<file path="src/rtl/ecp5pll_pkg.sv">
// Shared definitions for the ECP5 PLL dynamic-phase controller.
//   pll_phase_state_e : 3-bit FSM state encoding
//   PhaseSel*         : phasesel codes selecting which PLL output is shifted
//   max_u             : elaboration-time helper used to size the timing counter
package ecp5pll_pkg;

  typedef enum logic [2:0] {
    StIdle   = 3'd0,
    StSetup  = 3'd1,
    StPulse  = 3'd2,
    StGap    = 3'd3,
    StSettle = 3'd4,
    StDone   = 3'd5
  } pll_phase_state_e;

  localparam logic [1:0] PhaseSelClkos  = 2'd0;
  localparam logic [1:0] PhaseSelClkos2 = 2'd1;
  localparam logic [1:0] PhaseSelClkos3 = 2'd2;

  function automatic int unsigned max_u(input int unsigned a, input int unsigned b);
    return (a > b) ? a : b;
  endfunction

endpackage

</file>
<file path="src/rtl/ecp5pll_phase_ctrl.sv">
// Sequencer for the ECP5 PLL dynamic phase-shift pins.
// Accepts a request (output select, direction, pulse count) and emits that many
// phasestep pulses with programmable setup, pulse width and gap timing.
//
// Optional feature: define ECP5PLL_PHASE_LOCKWAIT_EN to add a SETTLE phase after
// the last pulse that waits for SETTLE_CYC consecutive cycles of locked=1.
//
// Ports:
//   clk_i, reset           : clock, synchronous active-high reset
//   req_valid/req_ready    : request handshake (ready only in IDLE with PLL locked)
//   req_sel/req_dir/steps  : phasesel code, direction (1 = advance), pulse count
//   locked                 : PLL lock indication
//   phasesel/phasedir/phasestep/phaseloadreg : PLL dynamic-phase pins
//   busy, done, steps_left : status
module ecp5pll_phase_ctrl
  import ecp5pll_pkg::*;
#(
  parameter int unsigned SETUP_CYC  = 4,
  parameter int unsigned PULSE_CYC  = 4,
  parameter int unsigned GAP_CYC    = 4,
  parameter int unsigned SETTLE_CYC = 16
) (
  input  logic       clk_i,
  input  logic       reset,
  input  logic       req_valid,
  output logic       req_ready,
  input  logic [1:0] req_sel,
  input  logic       req_dir,
  input  logic [7:0] req_steps,
  input  logic       locked,
  output logic [1:0] phasesel,
  output logic       phasedir,
  output logic       phasestep,
  output logic       phaseloadreg,
  output logic       busy,
  output logic       done,
  output logic [7:0] steps_left
);

`ifdef ECP5PLL_PHASE_LOCKWAIT_EN
  localparam int unsigned MaxCyc = max_u(max_u(SETUP_CYC, PULSE_CYC), max_u(GAP_CYC, SETTLE_CYC));
`else
  localparam int unsigned MaxCyc = max_u(max_u(SETUP_CYC, PULSE_CYC), GAP_CYC);
`endif
  // Timer is loaded with N-1 and counts down to 0, so it only needs to hold MaxCyc-1.
  localparam int unsigned TimerW = (MaxCyc > 1) ? $clog2(MaxCyc) : 1;

  localparam logic [TimerW-1:0] SetupLd  = TimerW'(SETUP_CYC - 1);
  localparam logic [TimerW-1:0] PulseLd  = TimerW'(PULSE_CYC - 1);
  localparam logic [TimerW-1:0] GapLd    = TimerW'(GAP_CYC - 1);
`ifdef ECP5PLL_PHASE_LOCKWAIT_EN
  localparam logic [TimerW-1:0] SettleLd = TimerW'(SETTLE_CYC - 1);
`endif

  pll_phase_state_e  state_q, state_d;
  logic [TimerW-1:0] timer_q, timer_d;
  logic [7:0]        steps_q, steps_d;
  logic [1:0]        sel_q, sel_d;
  logic              dir_q, dir_d;

  always_ff @(posedge clk_i) begin
    if (reset) begin
      state_q <= StIdle;
      timer_q <= '0;
      steps_q <= '0;
      sel_q   <= '0;
      dir_q   <= 1'b0;
    end else begin
      state_q <= state_d;
      timer_q <= timer_d;
      steps_q <= steps_d;
      sel_q   <= sel_d;
      dir_q   <= dir_d;
    end
  end

  always_comb begin
    state_d = state_q;
    timer_d = timer_q;
    steps_d = steps_q;
    sel_d   = sel_q;
    dir_d   = dir_q;
    done    = 1'b0;
    unique case (state_q)
      StIdle: begin
        if (req_valid && locked) begin
          sel_d   = req_sel;
          dir_d   = req_dir;
          steps_d = req_steps;
          timer_d = SetupLd;
          state_d = (req_steps == 8'd0) ? StDone : StSetup;
        end
      end
      StSetup: begin
        if (timer_q == '0) begin
          timer_d = PulseLd;
          state_d = StPulse;
        end else begin
          timer_d = timer_q - TimerW'(1);
        end
      end
      StPulse: begin
        if (timer_q == '0) begin
          steps_d = steps_q - 8'd1;
          if (steps_q != 8'd1) begin
            timer_d = GapLd;
            state_d = StGap;
          end else begin
`ifdef ECP5PLL_PHASE_LOCKWAIT_EN
            timer_d = SettleLd;
            state_d = StSettle;
`else
            state_d = StDone;
`endif
          end
        end else begin
          timer_d = timer_q - TimerW'(1);
        end
      end
      StGap: begin
        if (timer_q == '0) begin
          timer_d = PulseLd;
          state_d = StPulse;
        end else begin
          timer_d = timer_q - TimerW'(1);
        end
      end
`ifdef ECP5PLL_PHASE_LOCKWAIT_EN
      StSettle: begin
        // Any unlocked cycle restarts the consecutive-lock count.
        if (!locked) begin
          timer_d = SettleLd;
        end else if (timer_q == '0) begin
          state_d = StDone;
        end else begin
          timer_d = timer_q - TimerW'(1);
        end
      end
`endif
      StDone: begin
        done    = 1'b1;
        state_d = StIdle;
      end
      default: state_d = StIdle;
    endcase
  end

  assign req_ready    = (state_q == StIdle) && locked;
  assign busy         = (state_q != StIdle);
  assign phasestep    = (state_q == StPulse);
  assign phaseloadreg = 1'b0;
  assign phasesel     = sel_q;
  assign phasedir     = dir_q;
  assign steps_left   = steps_q;

endmodule
</file>
<file path="config.mk">
export PLATFORM = sky130hd
export DESIGN_NAME = ecp5pll_phase_ctrl
export DESIGN_NICKNAME = d
export VERILOG_FILES = /design/src/rtl/ecp5pll_pkg.sv /design/src/rtl/ecp5pll_phase_ctrl.sv
export SDC_FILE = /design/constraint.sdc
export NUM_CORES = 1
export LEC_CHECK = 0
export CAP_MARGIN = 25
export CELL_PAD_IN_SITES_DETAIL_PLACEMENT = 2
export CELL_PAD_IN_SITES_GLOBAL_PLACEMENT = 2
export CORE_UTILIZATION = 28
export DETAILED_ROUTE_END_ITERATION = 8
export PLACE_DENSITY = 0.85
export SLEW_MARGIN = 20
export SYNTH_ARGS = -nofsm -noshare
export SYNTH_HDL_FRONTEND = slang
export SYNTH_SLANG_ARGS = --single-unit
export TNS_END_PERCENT = 100
</file>
<file path="constraint.sdc">
create_clock -name clk_i -period 4.59 [get_ports clk_i]
set_clock_uncertainty 0.05 [all_clocks]
set_input_delay 0.918 -clock clk_i [delete_from_list [all_inputs] [get_ports clk_i]]
set_output_delay 0.918 -clock clk_i [all_outputs]
set_load 0.01 [all_outputs]
</file>
-- After elaboration in Yosys (flattened, before gate mapping)
Cells that the tools add are included.
- flip-flop bits (word level): 16
- input port bits: 15
- logic and storage cells: 44
- add/subtract/negate cells: 2
- equality and inequality tests: 9
- muxes and demuxes: 15
- reduce and logical (&&, ||, !) cells: 13
- operators by type and width (cell ; count):
    $mux 8 ; 2
    $pmux 8 s2 ; 1
    $mux 3 ; 5
    $pmux 3 s3 ; 1
    $reduce_and 3->1 ; 3
    $logic_not 8->1 ; 1
    $mux 2 ; 4
    $ne 8x1->1 const B ; 1
    $sub 8x1->8 const B ; 1
    $eq 3x2->1 const B ; 2
    $pmux 2 s3 ; 1
    $reduce_bool 3->1 ; 2
    $ne 2x1->1 const B ; 2
    $eq 3x1->1 const B ; 1
    $eq 3x3->1 const B ; 1
    $logic_not 3->1 ; 1
    $ne 3x2->1 const B ; 1
    $logic_and 1x1->1 ; 2
    $logic_not 2->1 ; 1
    $ne 2x2->1 const B ; 1
    $reduce_and 2->1 ; 1
    $reduce_bool 2->1 ; 1
    $reduce_or 2->1 ; 1
    $sub 2x1->2 const B ; 1
    $mux 1 ; 1

-- Longest topological paths before layout
Gate-level depths: netlist (run 1).
- word-level depth: 4
- depth in mapped cells: 8
- mapped depth without buffers: 6

-- Worst setup path after synthesis (run 1)
No wires, ideal clock.
- path kind: register -> output
- from: reg state_q[2]
- to: out phasestep
- arrival: 1102 ps
- data required time: 3622 ps
- setup slack: 2520 ps
- cell stages (with the launch flop): 6
- buffers on the path: 3
- path through: dfxtp_1 -> buf_6 -> or3b_1 -> buf_6 -> clkinv_4 -> buf_12
- cells in the longest elaborated chain, start to end: 1
- ends and longest elaborated chain (element ; RTL line ; text):
    from (decl) ; ecp5pll_phase_ctrl.sv:55 ; pll_phase_state_e state_q, state_d;
    from (signal assigned) ; ecp5pll_phase_ctrl.sv:63 ; state_q <= StIdle;
    from (signal assigned) ; ecp5pll_phase_ctrl.sv:69 ; state_q <= state_d;
    $eq 3x2->1 ; ecp5pll_phase_ctrl.sv:150 ; assign phasestep = (state_q == StPulse);
    to (decl) ; ecp5pll_phase_ctrl.sv:33 ; output logic phasestep,
No other way between the ends.

-- Final worst setup path (run 1)
- from: in locked
- to: out req_ready
- cells in the longest elaborated chain, start to end: 1
- ends and longest elaborated chain (element ; RTL line ; text):
    from (decl) ; ecp5pll_phase_ctrl.sv:30 ; input logic locked,
    $logic_and 1x1->1 ; ecp5pll_phase_ctrl.sv:148 ; assign req_ready = (state_q == StIdle) && locked;
    to (decl) ; ecp5pll_phase_ctrl.sv:26 ; output logic req_ready,
No other way between the ends.

==> results of run 1 <==
[routing by layer]
| metal | global-route usage | vias up | wire [um] |
|---|---|---|---|
| met2 | 0.317 | 15 | 1690 |
| met3 | 0.0474 | 4 | 98 |
| met5 | 0 | - | 0 |
| met4 | 0.0233 | 0 | 24 |
| li1 | - | 480 | - |
| met1 | 0.207 | 485 | 1430 |
[metrics by stage]
step | instance area (sq um) | total power (uW) | util
after CTS | 1350 | 656 | 0.394
after detailed placement | 1310 | 561 | 0.384
after global routing | 1350 | 696 | 0.394
final | 1350 | 648 | 0.394
after floorplan | 1030 | 440 | -
after global placement | 1310 | 537 | 0.384
[final timing paths]
path / to / slack, ns / cells past startpoint
max: req_ready / 1.50 / 3
min: steps_left[1] / 0.45 / 2
max reg2reg: steps_left[1] / 2.44 / 6
min reg2reg: steps_left[1] / 0.45 / 2
[power by group]
part / switching (uW) / internal (uW)
Combinational: 187 / 155
Sequential: 43.2 / 170
Clock: 44.7 / 48.3
Total: 275 / 373
[synthesized netlist by cell type, drive strengths merged, types with 3 or more instances]
| master | count |
|---|---|
| nor2 | 8 |
| nand3 | 9 |
| nor4 | 3 |
| mux2i | 3 |
| clkbuf | 3 |
| mux2 | 3 |
| nand3b | 3 |
| dfxtp | 16 |
| inv | 8 |
| ha | 3 |
| a21oi | 12 |
| a21o | 3 |
| buf | 5 |
| nand2 | 5 |
| nor3 | 6 |
[area by class of cell]
class                      instances  area share
multi-input combinational         85       0.448
inverter                           9      0.0288
tap                               46      0.0428
timing repair buffer              29       0.216
sequential                        16       0.238
clock buffer                       4      0.0270
[cell families after synthesis]
logic type                 after synthesis
and+or+nand+nor                         46
AOI/OAI and AO/OA                       28
buffers and inverters                   17
DFF                                     16
muxes                                    6
adders and majority gates                3
other                                    1
xor gates and xnor gates                 1
[worst max-delay path: cells and delay by family]
| family | cells | cell delay, ns |
|---|---|---|
| buffers and inverters | 2 | 1.05 |
| and+or+nand+nor | 1 | 0.15 |
[sequential cells by signal (all words and copies together) (netlist names)]
signal	count
steps_left	8
state_q	3
phasesel	2
timer_q	2
phasedir	1
==> reports/results.tsv, run 1 <==
metric	value	unit
status	finished clean	
crit path cell chain	clkdlybuf4s50_1, and2_1, clkdlybuf4s50_1	
Setup Viol. Count Final	0	
Worst Path Arrival	2.12	ns
Root Buffer	clkbuf_4	
mux cell area share after synthesis	0.0620	
EDFF count, synth	0	
area occupied by multi-input gates	603	sq um
final worst-path cycle share	0.672	
worst hold path type	flip-flop to flip-flop	
antenna diode count	0	
core area	3420	sq um
Worst R2R Start	timer_q[0]	
leak pwr	0.000479	uW
PortBufs	29	
Clock Latency Late Sink	0.29	ns
vias in the first global route	1124	
Critical Path Max Stage Delay	0.53	ns
top-area cell type share of the netlist area	0.311	
Hold Startpoint	steps_left[1]	
post-CTS sizing	0	
die area	3920	sq um
total nets after synthesis	136	
VDD IR-drop max	0.211	mV
initial core utilization	0.301	
final total negative setup slack	0	ns
CP Launch Point	locked	
register area	320	sq um
Tot GR Track Use	0.174	
vias per inst	5.21	
cts hold-fix bufs	0	
Routed WL	3.25	mm
Crit Path Category	input pin to primary output	
largest family of logic cells by synthesized area	simple AND/OR/NAND/NOR gates	
Pwr Density	481	nW/um^2
Residual DRC	0	
final critical-path setup slack	1.50	ns
P&R area growth vs syn	30.9	%
final slew viol count	0	
CP dominant cell by count	clkdlybuf4s50_1	
worst hold slack	0.449	ns
post-synthesis sequential area ratio	0.311	
commonest cells after routing, fill and taps aside	clkdlybuf4s50_1, dfxtp_1, a21oi_1	
top cells by area, synth	dfxtp_1, a21oi_1, nand3_1	
Synth Register Bits	16	
FILL cells	398	
Slew headroom	0.412	
Max Cap Viol	0	
Crit. End Element	primary output	
most common cell after layout, fill and taps aside	clkdlybuf4s50_1	
CTS Buf Count	3	
Least-Margin Pin Slew	0.876	ns
Routability Congestion	0.798	
unrepaired setup endpoints after global routing	no	
vias	984	
Nets	162	
pin count of the biggest net entering global routing	20	
Post-CTS Setup Bufs	0	
# H-tree levels	1	
first-pass GRT wire length	5.43	mm
Synth Area in Compound Gates	0.204	
gr ovfl total	0	
Post-Syn Area per Cell	8.72	sq um
Reg clk slew, reported paths	0.09	ns
Die X	62.6	um
Initial DRT Pass Iterations	4	
I/O Pins	31	
Main synth FF type	dfxtp_1	
DR WL/cell	17.2	um
xor/xnor share of the synthesized area	0.00852	
Inst Count DP	185	
die height	62.6	um
Final Non-Filler Cells	189	
dpl ws	1.49	ns
Post-DRT Antenna Nets	0	
Final Critical Period	3.09	ns
layout cell share with drive strength beyond 1	0.0769	
clock sink count	16	
Synth area leader	dfxtp_1	
nature of the critical path startpoint	input pin	
Ys Warns	0	
row count	21	
Max Fclk	324	MHz
initial antenna violation count	0	
Post-Synth Adder-Cell Area	0.0365	
synthesized area	1030	sq um
slowest CP cell	clkdlybuf4s50_1	
final hold vios	0	
clk buf depth	2	
CP Max Fanout	4	
Post-synth ARST share	0	
Cell variety after synth	43	
worst path required time	3.62	ns
cell count after synthesis	118	
clock tree from TritonCTS	yes	
1st-iter DRT viols	21	
dpl hpwl	2.51	mm
simple-gate area share of the yosys netlist	0.271	
Power figures use the tool's default switching activity.
==> run 2: changes to the inputs <==
--- a/config.mk
+++ b/config.mk
@@ -8,9 +8,9 @@
 export CAP_MARGIN = 25
 export CELL_PAD_IN_SITES_DETAIL_PLACEMENT = 2
 export CELL_PAD_IN_SITES_GLOBAL_PLACEMENT = 2
-export CORE_UTILIZATION = 28
+export CORE_UTILIZATION = 26
 export DETAILED_ROUTE_END_ITERATION = 8
-export PLACE_DENSITY = 0.85
+export PLACE_DENSITY = 0.8
 export SLEW_MARGIN = 20
 export SYNTH_ARGS = -nofsm -noshare
 export SYNTH_HDL_FRONTEND = slang
==> constraint.sdc (replaced) <==
create_clock -name clk_i -period 3.12 [get_ports clk_i]
set_clock_uncertainty 0.05 [all_clocks]
set_input_delay 0.624 -clock clk_i [delete_from_list [all_inputs] [get_ports clk_i]]
set_output_delay 0.624 -clock clk_i [all_outputs]
set_load 0.01 [all_outputs]
==> run 2 against run 1 <==
Against the previous run:
- flip-flop and latch count stayed put
- via count increased by 3.9%
- sequential power increased by 45%
- total power rose by 58%
- clock power grew 110%
- sequential share of layout area shrank 0.50 points
- clock-buffer cell count did not move
- register-to-register slack worse by 1.3 ns
- non-clock buffer count rose by 1
- cell count grew 1.6%
- first-iteration DRC count grew 14%
==> reports/results.tsv, run 2 (same netlist as run 1, synthesis figures left out) <==
metric	value	unit	change
# H-tree levels	1		unchanged
vias	1022		+3.9%
max reg flops	8		unchanged
PortBufs	29		unchanged
VDD IR-drop max	0.250	mV	+19%
status	finished clean		
vias per inst	5.32		+2.2%
dpl ws	0.619	ns	-0.874 ns
Max Cap Viol	0		unchanged
Tot GR Track Use	0.186		+0.0115
final worst-path cycle share	0.866		
cts hold-fix bufs	0		unchanged
unrepaired setup endpoints after global routing	no		
Worst Path Arrival	2.03	ns	-0.09 ns
Nets	163		+0.62%
fin area	1380	sq um	+2.1%
core area	3720	sq um	+8.8%
dpl hpwl	2.39	mm	-4.7%
Routability Congestion	0.799		about the same
layout cell share with drive strength beyond 1	0.0833		+0.00641
commonest cells after routing, fill and taps aside	clkdlybuf4s50_1, dfxtp_1, a21oi_1		
DR WL/cell	17.3	um	+0.83%
Slew headroom	0.439		+0.0270
post-CTS sizing	0		unchanged
switch share	0.415		-0.00896
Crit. End Element	primary output		
clock power share	0.191		+0.047
leak pwr	0.000492	uW	+2.7%
Pwr Density	742	nW/um^2	+54%
worst path required time	2.45	ns	-1.17 ns
Tot Pwr	1020	uW	+58%
Post-CTS Setup Bufs	0		unchanged
Sw Pwr	424	uW	+54%
Final Critical Period	2.70	ns	
clk buf depth	2		unchanged
die height	64.9	um	+3.7%
pin count of the biggest net entering global routing	20		unchanged
Comb power frac	0.506		-0.022
clock sink count	16		unchanged
P&R area growth vs syn	33.7	%	
Routed WL	3.32	mm	+2.4%
worst hold path type	flip-flop to flip-flop		
layer with the highest usage	met2		
Reg clk slew, reported paths	0.07	ns	-0.02 ns
worst hold slack	0.446	ns	-0.00336 ns
Root Buffer	clkbuf_8		
most common cell after layout, fill and taps aside	clkdlybuf4s50_1		
gr ovfl total	0		unchanged
Post-DP Area	1320	sq um	+0.76%
final hold vios	0		unchanged
I/O Pins	31		unchanged
Die X	64.9	um	+3.7%
Least-Margin Pin Slew	0.836	ns	-0.0401 ns
FILL cells	431		+8.3%
vias in the first global route	1112		-1.1%
first-pass GRT wire length	5.75	mm	+6.0%
GR Util met3	0.0387		-0.00871
Max Fclk	370	MHz	
row count	22		+4.8%
final slew viol count	0		unchanged
P_int	597	uW	+60%
CTS Buf Count	3		unchanged
initial antenna violation count	0		unchanged
die area	4210	sq um	+7.4%
Clock Latency Late Sink	0.26	ns	-0.03 ns
CP Max Fanout	14		+10
M1 GR Usage	0.220		+0.0134
Crit Path Category	flip-flop to primary output		
initial core utilization	0.277		-0.0243
Post-DRT Antenna Nets	0		unchanged
Setup Viol. Count Final	0		unchanged
nature of the critical path startpoint	flip-flop		
clock tree from TritonCTS	yes		
sequential power share	0.302		-0.027
1st-iter DRT viols	24		+14%
antenna diode count	0		unchanged
final total negative setup slack	0	ns	unchanged
final critical-path setup slack	0.419	ns	-1.08 ns
met2 Use GR	0.318		+0.00113
Initial DRT Pass Iterations	3		-1
flop2flop setup slack	1.14	ns	-1.30 ns
Residual DRC	0		unchanged
## run 2: cell types whose count changed in the layout (fill, tap and decap cells not counted)
cell | before | now
clkbuf_4 | 3 | 0
buf_4 | 0 | 1
clkbuf_8 | 1 | 4
## run 2: cell type report
cell class	instances	area, sq um	area share
inverter	9	38.8	0.0282
sequential	16	320	0.233
clock buffer	4	55.1	0.0400
tap	48	60.1	0.0437
multi-input combinational	85	603	0.439
timing repair buffer	30	298	0.217
## run 2: power by group through the flow
stage	registers [uW]	clock network [uW]	logic, uW
finish	308	195	517
detailed placement	314	0	506
global route	318	217	574
CTS	309	206	523
floorplan	304	0	342
global placement	310	0	487
## run 2: through the flow
step                       util  cells
final                     0.370    192
after CTS                 0.370    192
after global placement    0.355    188
after detailed placement  0.355    188
after floorplan               -    118
after global routing      0.370    192
## run 2: layer usage
layer | routed length, um | vias up
li1 | - | 485
met2 | 1660 | 22
met1 | 1500 | 510
met4 | 53 | 0
met3 | 113 | 5
met5 | 0 | -
## run 2: critical path, cell delays in order (launching register included)
cell and delay, ns:
dfxtp_1 0.42, or3b_1 0.59, clkinv_4 0.19, clkdlybuf4s50_1 0.55
## run 2: final timing paths
check,start,end,cells after the start
hold / removal,steps_left[1],steps_left[1],2
hold reg to reg,steps_left[1],steps_left[1],2
setup reg to reg,state_q[2],steps_left[4],5
setup / recovery,state_q[2],phasestep,3
